===== src/rtl/seq_multiplier_32bits_if.sv =====
// Purpose: request/response bundle between the EX stage and the sequential multiplier.
// Latency: wires only, no storage.
// Backpressure: none here; the master must wait for busy=0 before issuing a new start.
// Optional MUL_FLUSH_EN adds the flush request line.
interface seq_multiplier_32bits_if;
    logic        start;
    logic [1:0]  op;
    logic [31:0] rs1;
    logic [31:0] rs2;
    logic        busy;
    logic        done;
    logic [31:0] result;
`ifdef MUL_FLUSH_EN
    logic        flush;

    modport master (output start, op, rs1, rs2, flush, input busy, done, result);
    modport slave  (input start, op, rs1, rs2, flush, output busy, done, result);
`else
    modport master (output start, op, rs1, rs2, input busy, done, result);
    modport slave  (input start, op, rs1, rs2, output busy, done, result);
`endif
endinterface


===== src/rtl/seq_multiplier_32bits.sv =====
// Purpose: RV32M MUL/MULH/MULHSU/MULHU via radix-2 shift-add on one 32b adder.
// Latency: done pulses in the cycle after edge N+33 for a start sampled at edge N.
// Backpressure: busy=1 from acceptance to the done cycle; starts seen while busy are dropped.
// Optional MUL_FLUSH_EN adds a flush request that abandons an operation in flight.

// Plain ripple-free 32b adder with carry out; kept as its own unit so it can be shared or swapped.
module adder_32bits (
    input  logic [31:0] a,
    input  logic [31:0] b,
    input  logic        ci,
    output logic [31:0] s,
    output logic        co
);
    assign {co, s} = {1'b0, a} + {1'b0, b} + {32'd0, ci};
endmodule

module seq_multiplier_32bits #(
    parameter int XLEN = 32
) (
    input  logic                  clk,
    input  logic                  rst,
    seq_multiplier_32bits_if.slave bus
);
    typedef enum logic [1:0] {IDLE, CALC, SIGN, DONE} state_t;

    state_t            state;
    state_t            state_nxt;
    logic [1:0]        op_q;
    logic [XLEN-1:0]   mcand;
    logic [XLEN-1:0]   acc_hi;
    logic [XLEN-1:0]   mq;
    logic [4:0]        count;
    logic              neg;
    logic              flush_req;

    logic              rs1_neg;
    logic              rs2_neg;
    logic [XLEN-1:0]   rs1_abs;
    logic [XLEN-1:0]   rs2_abs;
    logic [XLEN-1:0]   add_b;
    logic [XLEN-1:0]   add_s;
    logic              add_co;
    logic [2*XLEN-1:0] prod;
    logic [2*XLEN-1:0] prod64;
    logic              neg_eff;

`ifdef MUL_FLUSH_EN
    assign flush_req = bus.flush;
`else
    assign flush_req = 1'b0;
`endif

    // Operand conditioning: rs1 is signed for MULH/MULHSU, rs2 only for MULH.
    // Negating 0x80000000 yields 0x80000000, which is the correct unsigned magnitude.
    assign rs1_neg = ((bus.op == 2'b01) || (bus.op == 2'b10)) && bus.rs1[XLEN-1];
    assign rs2_neg = (bus.op == 2'b01) && bus.rs2[XLEN-1];
    assign rs1_abs = rs1_neg ? (~bus.rs1 + 1'b1) : bus.rs1;
    assign rs2_abs = rs2_neg ? (~bus.rs2 + 1'b1) : bus.rs2;

    // One partial-product add per cycle; the carry becomes bit 63 after the shift.
    assign add_b = mq[0] ? mcand : '0;

    adder_32bits u_adder (
        .a  (acc_hi),
        .b  (add_b),
        .ci (1'b0),
        .s  (add_s),
        .co (add_co)
    );

    // Sign fix-up of the unsigned product; a zero product is never negated.
    assign prod    = {acc_hi, mq};
    assign neg_eff = neg && (prod != '0);
    assign prod64  = neg_eff ? (~prod + 1'b1) : prod;

    // State register.
    always_ff @(posedge clk) begin
        if (rst) state <= IDLE;
        else     state <= state_nxt;
    end

    // Next-state logic; flush abandons any non-idle state, start in IDLE always wins.
    always_comb begin
        state_nxt = state;
        case (state)
            IDLE:    if (bus.start) state_nxt = CALC;
            CALC:    if (flush_req) state_nxt = IDLE;
                     else if (count == 5'd31) state_nxt = SIGN;
            SIGN:    state_nxt = flush_req ? IDLE : DONE;
            DONE:    state_nxt = IDLE;
            default: state_nxt = IDLE;
        endcase
    end

    // FSM outputs: busy covers the whole operation, done only the final cycle.
    always_comb begin
        bus.busy = (state != IDLE);
        bus.done = (state == DONE) && !flush_req;
    end

    // Datapath: operand capture, shift-add iterations and result write-back.
    always_ff @(posedge clk) begin
        if (rst) begin
            op_q       <= 2'b00;
            mcand      <= '0;
            acc_hi     <= '0;
            mq         <= '0;
            count      <= '0;
            neg        <= 1'b0;
            bus.result <= '0;
        end else begin
            case (state)
                IDLE: if (bus.start) begin
                    op_q   <= bus.op;
                    mcand  <= rs1_abs;
                    mq     <= rs2_abs;
                    neg    <= rs1_neg ^ rs2_neg;
                    acc_hi <= '0;
                    count  <= '0;
                end
                CALC: if (!flush_req) begin
                    acc_hi <= {add_co, add_s[XLEN-1:1]};
                    mq     <= {add_s[0], mq[XLEN-1:1]};
                    count  <= count + 5'd1;
                end
                SIGN: if (!flush_req) begin
                    bus.result <= (op_q == 2'b00) ? prod64[XLEN-1:0] : prod64[2*XLEN-1:XLEN];
                end
                default: ;
            endcase
        end
    end
endmodule


===== src/flat_wrapper.sv =====
// flat-port wrapper written by rule: the top's interface ports become plain ports
module seq_multiplier_32bits_flat 
#(
    parameter int XLEN = 32
)
  (clk, rst, bus_start, bus_op, bus_rs1, bus_rs2, bus_busy, bus_done, bus_result);
  seq_multiplier_32bits_if bus_i ();
  input  logic clk;
  input  logic rst;
  input wire logic [$bits(bus_i.start)-1:0] bus_start;
  input wire logic [$bits(bus_i.op)-1:0] bus_op;
  input wire logic [$bits(bus_i.rs1)-1:0] bus_rs1;
  input wire logic [$bits(bus_i.rs2)-1:0] bus_rs2;
  output wire logic [$bits(bus_i.busy)-1:0] bus_busy;
  output wire logic [$bits(bus_i.done)-1:0] bus_done;
  output wire logic [$bits(bus_i.result)-1:0] bus_result;
  assign bus_i.start = bus_start;
  assign bus_i.op = bus_op;
  assign bus_i.rs1 = bus_rs1;
  assign bus_i.rs2 = bus_rs2;
  assign bus_busy = bus_i.busy;
  assign bus_done = bus_i.done;
  assign bus_result = bus_i.result;
  seq_multiplier_32bits #(.XLEN(XLEN)) u_core (.clk(clk), .rst(rst), .bus(bus_i));
endmodule

===== config.mk =====
export PLATFORM = sky130hd
export DESIGN_NAME = seq_multiplier_32bits_flat
export DESIGN_NICKNAME = d
export VERILOG_FILES = /design/src/rtl/seq_multiplier_32bits_if.sv /design/src/rtl/seq_multiplier_32bits.sv /design/src/flat_wrapper.sv
export SDC_FILE = /design/constraint.sdc
export NUM_CORES = 1
export LEC_CHECK = 0
export BUFFER_PORTS_ARGS = -buffer_cell sky130_fd_sc_hd__buf_2
export CELL_PAD_IN_SITES_DETAIL_PLACEMENT = 0
export CELL_PAD_IN_SITES_GLOBAL_PLACEMENT = 1
export CORE_MARGIN = 2
export CORE_UTILIZATION = 45
export DETAILED_ROUTE_END_ITERATION = 8
export PLACE_DENSITY = 0.84
export SYNTH_ARGS = -nofsm -noshare
export SYNTH_HDL_FRONTEND = slang
export SYNTH_HIERARCHICAL = 1
export SYNTH_SLANG_ARGS = --single-unit

===== constraint.sdc =====
create_clock -name clk -period 4.65 [get_ports clk]
set_input_delay 0.465 -clock clk [delete_from_list [all_inputs] [get_ports clk]]
set_output_delay 0.465 -clock clk [all_outputs]
set_load 0.005 [all_outputs]

==> impl_metrics.yaml, run 1 <==
synth:
  synth_compound_area_share_pct: 27.09
  synthXorXnorAreaFrac_pct: 10.92
  synthMuxAreaShare_pct: 0.5942
  ys_types: 84
  yosysTopAreaCell: "dfxtp_1"
  yosys.area_share.adder_pct: 5.472
  yosysSeqAreaShare_pct: 27.33
  yosys.area_share.simple_pct: 24.13
  synth_top_area_share_pct: 27.33
  yosys_warnings: 6
  synth_fp_nets: 1448
  synth_cells: 1336
  synth_area_mm2: 0.01011
  synth_area_per_cell_um2: 7.565
  synth_edf_count: 0
  synth_top_family_by_area: "compound AO/OA/AOI/OAI gates"
  ys_async_sr_fraction_pct: 0
  synth-main-ff-cell: "dfxtp_1"
  synth.area.top_cells: "dfxtp_1 (27%), nor2_1 (6.1%), xnor2_1 (5.5%), xor2_1 (5.5%), ha_1 (5.1%)"
  ys_ff_latch: 138
clock_network:
  cts-root-buf: "clkbuf_16"
  cts-buffers-inserted: 17
  clkLatencyLatePin_ps: 430
  post_cts_buffers: 0
  ctsHoldBuffers: 0
  clk_pin_slew_ps: 70
  max-clock-path-buffers: 2
  numClockSinks: 138
  cts_tree: "built"
  cts_resized: 0
  h-tree-depth: 4
sta:
  setup_viol: 0
  fmax_ghz: 0.2627
  tightest_slew_ps: 1259
  worst_slack_ps: 843.6
  hold_viol: 0
  tns_ps: 0
  slew_viol_final: 0
  skew_ps: 15.23
  rsz0062_at_grt: "false"
  slew_headroom_pct: 15.79
  fin_crit_sh_pct: 81.86
  min_period_ps: 3806
floorplan:
  fp.dieArea_mm2: 0.02368
  boundaryPins: 103
  initial_core_util_pct: 46.03
  rows: 54
  die_w_um: 153.9
  die_y_um: 153.9
  core_mm2: 0.02196
finish:
  fin_util_pct: 51.78
  area_delta_synth_final_pct: 12.49
  final_common_cell: "nor2_1"
  final_nets: 1508
  layout-drive-gt1-share_pct: 12.28
  final_cell_mix: "nor2_1 (162), dfxtp_1 (138), nand2_1 (120)"
critical_path:
  crit_fanout: 38
  crit_required_ps: 5020
  worstSetupEndpointType: "flip-flop"
  cp-start-kind: "flip-flop"
  critical_path_class: "reg -> reg"
  arrival_ps: 4170
drt:
  via_per_inst: 6.054
  postRouteWirelength_um: 34150
  num_vias: 10230
  post_drt_wl_per_cell_um: 20.21
  first_pass_iters: 6
  post-route-drc-count: 0
  initialDrtViolationCount: 1041
  ant_nets: 0
outcome:
  status: "finished, final reports clean"
place:
  gp_congestion: 1.003
  port_buffers: 102
  dp_slack_ps: 916.0
  dp_hpwl_um: 25560
hold_path:
  hold_path_class: "in -> reg"
global_routing:
  grt_pass1_vias: 9250
  grt_max_degree: 89
  grt_pass1_wl_um: 53060
  antenna_found_initial: 0
  grt_usage_pct: 28.46
  overflow: 0
power:
  ir_drop_mv: 0.5048
  p_leak_uw: 0.004632
  power_density_mw_per_mm2: 517.3
run:
  maxCapViolations: 0
worst paths after layout:
check,slack (ps),endpoint,from,cells after the start
max,840,u_core/acc_hi[19]$_SDFFE_PP0P_,u_core/mq[0]$_SDFFE_PP0P_,12
min,290,u_core/op_q[1]$_SDFFE_PP0P_,bus_op[1],3
max reg2reg,840,u_core/acc_hi[19]$_SDFFE_PP0P_,u_core/mq[0]$_SDFFE_PP0P_,12
min reg2reg,460,u_core/bus.result[10]$_SDFFE_PP0P_,u_core/bus.result[10]$_SDFFE_PP0P_,2
worst max-delay path, stage by stage, from the launching register on:
cell and delay [ps]:
dfxtp_1 1010, and2_1 270, fa_1 260, fa_1 230
a21oi_1 90, o32ai_1 430, o211ai_2 230, a2111oi_2 380
o21bai_1 210, nor4bb_1 170, nor3b_1 230, a22oi_1 120
nor2_1 100
cells by family after synthesis:
| logic type | count (synthesis) |
|---|---|
| AOI/OAI and AO/OA | 411 |
| xor gates and xnor gates | 126 |
| adders and majority gates | 43 |
| buffers and inverters | 108 |
| DFF | 138 |
| muxes | 6 |
| other | 1 |
| and+or+nand+nor | 503 |
routing by layer:
metal | vias up | wire [um] | track usage (%) | part of all wire (%)
met3 | 42 | 2453 | 4.622 | 7.2
met5 | - | 0 | 0 | 0
met1 | 4781 | 16600 | 43.07 | 49
li1 | 5014 | - | - | -
met2 | 395 | 14340 | 40.82 | 42
met4 | 0 | 754 | 9.390 | 2.2
report_power, final:
| part | internal, uW | switching [uW] | total, uW | leakage, uW |
|---|---|---|---|---|
| Combinational | 928 | 1760 | 2680 | 0.00324 |
| Sequential | 1480 | 377 | 1860 | 0.00113 |
| Clock | 753 | 583 | 1340 | 0.000266 |
cell usage after synthesis (20+ instances only):
library cell / number
a211oi_1: 42
a21oi_1: 98
a22oi_1: 39
and2_1: 36
clkbuf_1: 64
dfxtp_1: 138
ha_1: 41
inv_1: 28
nand2_1: 120
nand3_1: 22
nor2_1: 163
nor3_1: 39
nor4_1: 20
o21ai_0: 78
o31ai_1: 23
or3_1: 22
xnor2_1: 63
xor2_1: 63
state kept, by name (all words and copies together), names as in the netlist:
name               cells
u_core/mcand          32
u_core/state           2
u_core/acc_hi         32
u_core/neg             1
u_core/count           5
u_core/op_q            2
u_core/bus.result     32
u_core/mq             32
cell type report:
cell class / instances / area (um^2)
inverter: 29 / 108.9
timing repair buffer: 120 / 660.6
sequential: 138 / 2763
antenna: 1 / 2.502
tap: 280 / 350.3
fill: 2181 / 10590
clock buffer: 19 / 442.9
clock inverter: 13 / 118.9
multi-input combinational: 1090 / 6923
stage by stage:
step | hold WS, ps | instances | power, uW | area (um^2)
3_5_place_dp | 453.9 | 1657 | 4489 | 10810
2_1_floorplan | 431.7 | 1336 | 3613 | 10110
3_3_place_gp | 430.9 | 1657 | 4464 | 10810
4_1_cts | 277.5 | 1689 | 5827 | 11370
6_report | 292.4 | 1690 | 5881 | 11370
5_1_grt | 279.8 | 1689 | 6237 | 11370
(Power assumes the default switching activity.)
==> run 2: changes to the inputs <==
==> constraint.sdc (replaced) <==
create_clock -name clk -period 3.8 [get_ports clk]
set_input_delay 0.38 -clock clk [delete_from_list [all_inputs] [get_ports clk]]
set_output_delay 0.38 -clock clk [all_outputs]
set_load 0.005 [all_outputs]
==> run 2 against run 1 <==
Sequential share of layout area is 0.25 points lower. Critical endpoint is now u_core/bus.result[1]$_SDFFE_PP0P_. Worst hold slack lost 76 ps. Highest routed layer unchanged. Cell area rose by 1.0%. Clock skew fell by 6.2 ps. Core utilization rose by 0.54 points.
==> impl_metrics.yaml, run 2 (synthesis results as in run 1) <==
power:
  p_leak_uw: 0.004713
  pwr-share-clk_pct: 21.9
  comb_power_share_pct: 47.6
  ir_drop_mv: 0.5422
  pwr-share-seq_pct: 30.5
  sw_frac_of_total_pct: 45.49
  p_int_uw: 3940
  power_switching_uw: 3288
  power_density_mw_per_mm2: 629.2
floorplan:
  rows: 54
  die_w_um: 153.9
  initial_core_util_pct: 46.03
  die_y_um: 153.9
  fp.dieArea_mm2: 0.02368
  core_mm2: 0.02196
  boundaryPins: 103
sta:
  hold_viol: 0
  skew_ps: 8.995
  min_period_ps: 3398
  tightest_slew_ps: 1126
  slew_headroom_pct: 24.66
  slew_viol_final: 0
  tns_ps: 0
  rsz0062_at_grt: "false"
  setup_viol: 0
  fmax_ghz: 0.2943
  fin_crit_sh_pct: 89.42
clock_network:
  cts_resized: 0
  clkLatencyLatePin_ps: 430
  max-clock-path-buffers: 2
  h-tree-depth: 4
  cts_tree: "built"
  post_cts_buffers: 0
  numClockSinks: 138
  cts-buffers-inserted: 17
  ctsHoldBuffers: 0
  clk_pin_slew_ps: 60
  cts-root-buf: "clkbuf_16"
finish:
  design_area_mm2: 0.01149
  area_delta_synth_final_pct: 13.65
  layout-drive-gt1-share_pct: 13.45
  final_cell_mix: "nor2_1 (162), dfxtp_1 (138), nand2_1 (120)"
  final_common_cell: "nor2_1"
  final_nets: 1527
  diodes: 0
critical_path:
  worst_path_most_repeated_cell: "or4_1"
  crit_fanout: 20
  cp-start-kind: "flip-flop"
  critPathMaxStageDelay_ps: 600
  path_cells: "or4_4, or4_1, or4_1, o31a_1, o31ai_1, xor2_1, a2111oi_2"
  critical_path_class: "reg -> reg"
  worstSetupEndpointType: "flip-flop"
  crit_required_ps: 4110
  crit_family: "simple AND/OR/NAND/NOR gates"
  cp.buffers_inverters: 0
  cpMaxStageDelayCell: "o31a_1"
  arrival_ps: 3700
global_routing:
  antenna_found_initial: 0
  met1_usage_pct: 42.35
  grt_usage_pct: 28.06
  grt_max_degree: 68
  gr-max-usage-layer: "met1"
  grt_use_met2_pct: 40.09
  grt_pass1_vias: 9393
  grt_pass1_wl_um: 52810
  grt_use_met3_pct: 5.073
  overflow: 0
place:
  place_area_mm2: 0.01094
  gp_congestion: 0.9850
  dp_hpwl_um: 25190
  port_buffers: 102
drt:
  initialDrtViolationCount: 1033
  via_per_inst: 6.128
  num_vias: 10460
  first_pass_iters: 7
  postRouteWirelength_um: 33160
  post-route-drc-count: 0
  ant_nets: 0
  post_drt_wl_per_cell_um: 19.43
outcome:
  status: "finished, final reports clean"
run:
  maxCapViolations: 0
hold_path:
  hold_path_class: "in -> reg"
==> run 2: cell types whose count changed in the layout (fill, tap and decap cells not counted), sizes merged <==
cell / change
clkinv: +1
diode: -1
clkinvlp: +1
inv: -1
clkbuf: -2
buf: +19
==> run 2: worst paths after layout <==
check	start	endpoint	slack, ps	depth (start not counted)
min reg2reg	u_core/bus.result[2]$_SDFFE_PP0P_	u_core/bus.result[2]$_SDFFE_PP0P_	450	1
min	bus_op[1]	u_core/op_q[1]$_SDFFE_PP0P_	220	3
max reg2reg	u_core/acc_hi[6]$_SDFFE_PP0P_	u_core/bus.result[1]$_SDFFE_PP0P_	400	7
max	u_core/acc_hi[6]$_SDFFE_PP0P_	u_core/bus.result[1]$_SDFFE_PP0P_	400	7
==> run 2: through the flow <==
step                      total power [uW]  worst slack (ps)  util, %  hold slack (ps)  std cells
after floorplan                       4421             548.6        -            431.7       1336
after global placement                5550             580.3    49.80            428.4       1676
after detailed placement              5566             506.7    49.80            439.5       1676
after CTS                             7147             479.1    52.31            199.0       1707
after global routing                  7675             196.3    52.31            218.1       1707
final                                 7228             402.1    52.31            216.2       1707
==> run 2: layout make-up <==
cell class / count / area [um^2]
fill: 2200 / 10470
sequential: 138 / 2763
inverter: 29 / 108.9
tap: 280 / 350.3
clock inverter: 14 / 126.4
clock buffer: 17 / 425.4
timing repair buffer: 139 / 790.8
multi-input combinational: 1090 / 6923
==> run 2: power groups by stage <==
stage	clock, uW	combinational [uW]	sequential (uW)
6_report	1580	3440	2200
5_1_grt	1660	3770	2250
4_1_cts	1600	3360	2190
3_5_place_dp	0	3350	2220
3_3_place_gp	0	3340	2210
2_1_floorplan	0	2330	2090
==> run 2: worst reg2reg max path, cell delays in order, from the launching register on <==
cell	delay [ps]
dfxtp_1	380
or4_4	580
or4_1	550
or4_1	470
o31a_1	600
o31ai_1	200
xor2_1	120
a2111oi_2	390
==> run 2: routing by layer <==
metal / routed length (um) / share of wire [%]
met5: 0 / 0
met1: 16100 / 49
met3: 2735 / 8.2
met2: 13490 / 41
met4: 841 / 2.5
==> run 3: changes to the inputs <==
--- a/config.mk
+++ b/config.mk
@@ -9,10 +9,9 @@
 export CELL_PAD_IN_SITES_DETAIL_PLACEMENT = 0
 export CELL_PAD_IN_SITES_GLOBAL_PLACEMENT = 1
 export CORE_MARGIN = 2
-export CORE_UTILIZATION = 45
+export CORE_UTILIZATION = 44
 export DETAILED_ROUTE_END_ITERATION = 8
-export PLACE_DENSITY = 0.84
+export PLACE_DENSITY = 0.83
 export SYNTH_ARGS = -nofsm -noshare
 export SYNTH_HDL_FRONTEND = slang
-export SYNTH_HIERARCHICAL = 1
 export SYNTH_SLANG_ARGS = --single-unit
==> run 3 against run 2 <==
Cell count fell by 2.9%. Area after synthesis fell by 2.9%. Routed wire length fell by 15%. Via count fell by 10%. Global-route usage fell by 4.0 points. Setup slack got worse by 9.4 ps. Sequential power barely moved. Sequential cell count did not move.
==> impl_metrics.yaml, run 3 <==
sta:
  fin_crit_sh_pct: 89.67
  tns_ps: 0
  slew_viol_final: 0
  min_period_ps: 3407
  rsz0062_at_grt: "false"
  fmax_ghz: 0.2935
  skew_ps: 8.210
  hold_viol: 0
  tightest_slew_ps: 1167
  setup_viol: 0
  slew_headroom_pct: 21.89
global_routing:
  antenna_found_initial: 0
  grt_pass1_vias: 8698
  grt_max_degree: 67
  grt_pass1_wl_um: 46200
  overflow: 0
  grt_usage_pct: 24.06
critical_path:
  cp-start-kind: "flip-flop"
  worstSetupEndpointType: "flip-flop"
  rr_startpoint: "u_core.mq[0]$_SDFFE_PP0P_"
  crit_start: "u_core.mq[0]$_SDFFE_PP0P_"
  crit_required_ps: 4120
  critical_path_class: "reg -> reg"
  crit_fanout: 29
  arrival_ps: 3730
synth:
  synth_common_cells: "nand2_1 (160), nor2_1 (140), dfxtp_1 (138), a21oi_1 (91), o21ai_0 (89)"
  synth_fp_nets: 1399
  yosysSeqAreaShare_pct: 28.16
  ys_async_sr_fraction_pct: 0
  synth_top_area_share_pct: 28.16
  synth-main-ff-cell: "dfxtp_1"
  synth.area.top_cells: "dfxtp_1 (28%), xor2_1 (7.0%), nand2_1 (6.1%), ha_1 (5.4%), nor2_1 (5.4%)"
  yosysMostFrequentCell: "nand2_1"
  synth_area_mm2: 0.009812
  ys_ff_latch: 138
  yosys_warnings: 0
  synth_cells: 1287
  synth_area_per_cell_um2: 7.624
  synth_edf_count: 0
  ys_types: 72
  yosysTopAreaCell: "dfxtp_1"
drt:
  num_vias: 9391
  ant_nets: 0
  post_drt_wl_per_cell_um: 17.04
  post-route-drc-count: 0
  via_per_inst: 5.667
  initialDrtViolationCount: 639
  postRouteWirelength_um: 28240
  first_pass_iters: 7
hold_path:
  hold_path_class: "in -> reg"
  min_from: "bus_op[1]"
floorplan:
  fp.dieArea_mm2: 0.02351
  boundaryPins: 103
  die_w_um: 153.3
  initial_core_util_pct: 44.96
  rows: 54
  die_y_um: 153.3
  core_mm2: 0.02182
clock_network:
  cts-root-buf: "clkbuf_16"
  cts-buffers-inserted: 17
  post_cts_buffers: 0
  h-tree-depth: 4
  cts_resized: 0
  max-clock-path-buffers: 2
  cts_tree: "built"
  clk_pin_slew_ps: 60
  numClockSinks: 138
  ctsHoldBuffers: 0
  clkLatencyLatePin_ps: 430
finish:
  seqCellArea_mm2: 0.002763
  final_cell_mix: "nand2_1 (160), nor2_1 (139), dfxtp_1 (138)"
  final_common_cell: "nand2_1"
  fill_cells: 2139
  area_delta_synth_final_pct: 14.42
  final_cell_count_no_fill: 1657
  diodes: 0
  layout-drive-gt1-share_pct: 14.09
  multiInputGateArea_mm2: 0.006706
  final_nets: 1478
power:
  pwr-share-clk_pct: 24.4
  p_int_uw: 3939
  total_power_uw: 6854
  pwr-share-seq_pct: 31.9
  sw_frac_of_total_pct: 42.53
  power_density_mw_per_mm2: 610.5
  ir_drop_mv: 0.2389
  comb_power_share_pct: 43.7
  power_switching_uw: 2915
  p_leak_uw: 0.004515
place:
  gp_congestion: 0.8909
  dp_hpwl_um: 21500
  dp.cells: 1627
  port_buffers: 102
outcome:
  status: "finished, final reports clean"
run:
  maxCapViolations: 0
==> run 3: cell types whose count changed after synthesis, sizes merged, moves of 15 or more <==
cell / before / now
xor2: 63 / 78
nor2: 163 / 141
nand2: 122 / 161
a22oi: 39 / 22
nor3: 39 / 19
a22o: 1 / 19
==> run 3: power by group through the flow <==
stage	sequential (uW)	clock, uW	combinational (uW)
floorplan	2060	0	2220
global placement	2200	0	2930
detailed placement	2210	0	2970
CTS	2180	1700	2980
global route	2230	1770	3350
finish	2190	1670	2990
==> run 3: layout make-up <==
type                    instances  area share, %
clock inverters                12          1.348
inverters                      25         0.8358
multi-input cells            1054          59.73
clock buffers                  18          3.912
repair buffers                130          6.442
flip-flops and latches        138          24.61
well taps                     280          3.120
==> run 3: logic make-up (layout without fill, tap and decap cells) <==
group / count (synthesis) / in the layout / share of synthesized area, %
fa+ha+maj: 43 / 43 / 5.560
simple gates: 482 / 482 / 23.86
buf+inv: 95 / 185 / 3.672
xor+xnor: 136 / 136 / 12.14
mux: 6 / 6 / 0.6249
flops: 138 / 138 / 28.16
compound gates: 387 / 387 / 25.99
==> run 3: final timing paths <==
| check | endpoint | slack (ps) | cells past startpoint |
|---|---|---|---|
| setup reg to reg | u_core.acc_hi[24]$_SDFFE_PP0P_ | 390 | 11 |
| hold / removal | u_core.op_q[1]$_SDFFE_PP0P_ | 210 | 3 |
| hold reg to reg | u_core.mcand[15]$_SDFFE_PP0P_ | 460 | 2 |
| setup / recovery | u_core.acc_hi[24]$_SDFFE_PP0P_ | 390 | 11 |
==> run 3: stage by stage <==
| stage | util (%) | worst slack (ps) | hold slack, ps | cell area, um^2 |
|---|---|---|---|---|
| after floorplan | - | 451.6 | 427.3 | 9812 |
| after global placement | 48.74 | 473.0 | 436.4 | 10640 |
| after detailed placement | 48.74 | 419.4 | 446.9 | 10640 |
| after CTS | 51.44 | 394.4 | 204.5 | 11230 |
| after global routing | 51.44 | 50.06 | 219.7 | 11230 |
| final | 51.44 | 392.7 | 214.8 | 11230 |
==> run 3: metal layers <==
layer / vias to the layer above / GRT usage (%) / wire length, um
met5: - / 0 / 0
met4: 0 / 5.985 / 436
met3: 32 / 3.998 / 1397
met2: 251 / 38.69 / 12680
met1: 4299 / 33.66 / 13730
li1: 4809 / - / -
==> run 3: critical path: stages, from the launching register on <==
cell and delay (ps):
dfxtp_1 370, buf_4 260, and2_1 170, ha_1 280
a21oi_1 200, o21ai_0 160, a21boi_0 300, o21ai_0 230
or4b_2 760, a41oi_1 290, xnor2_1 90, a22o_1 190
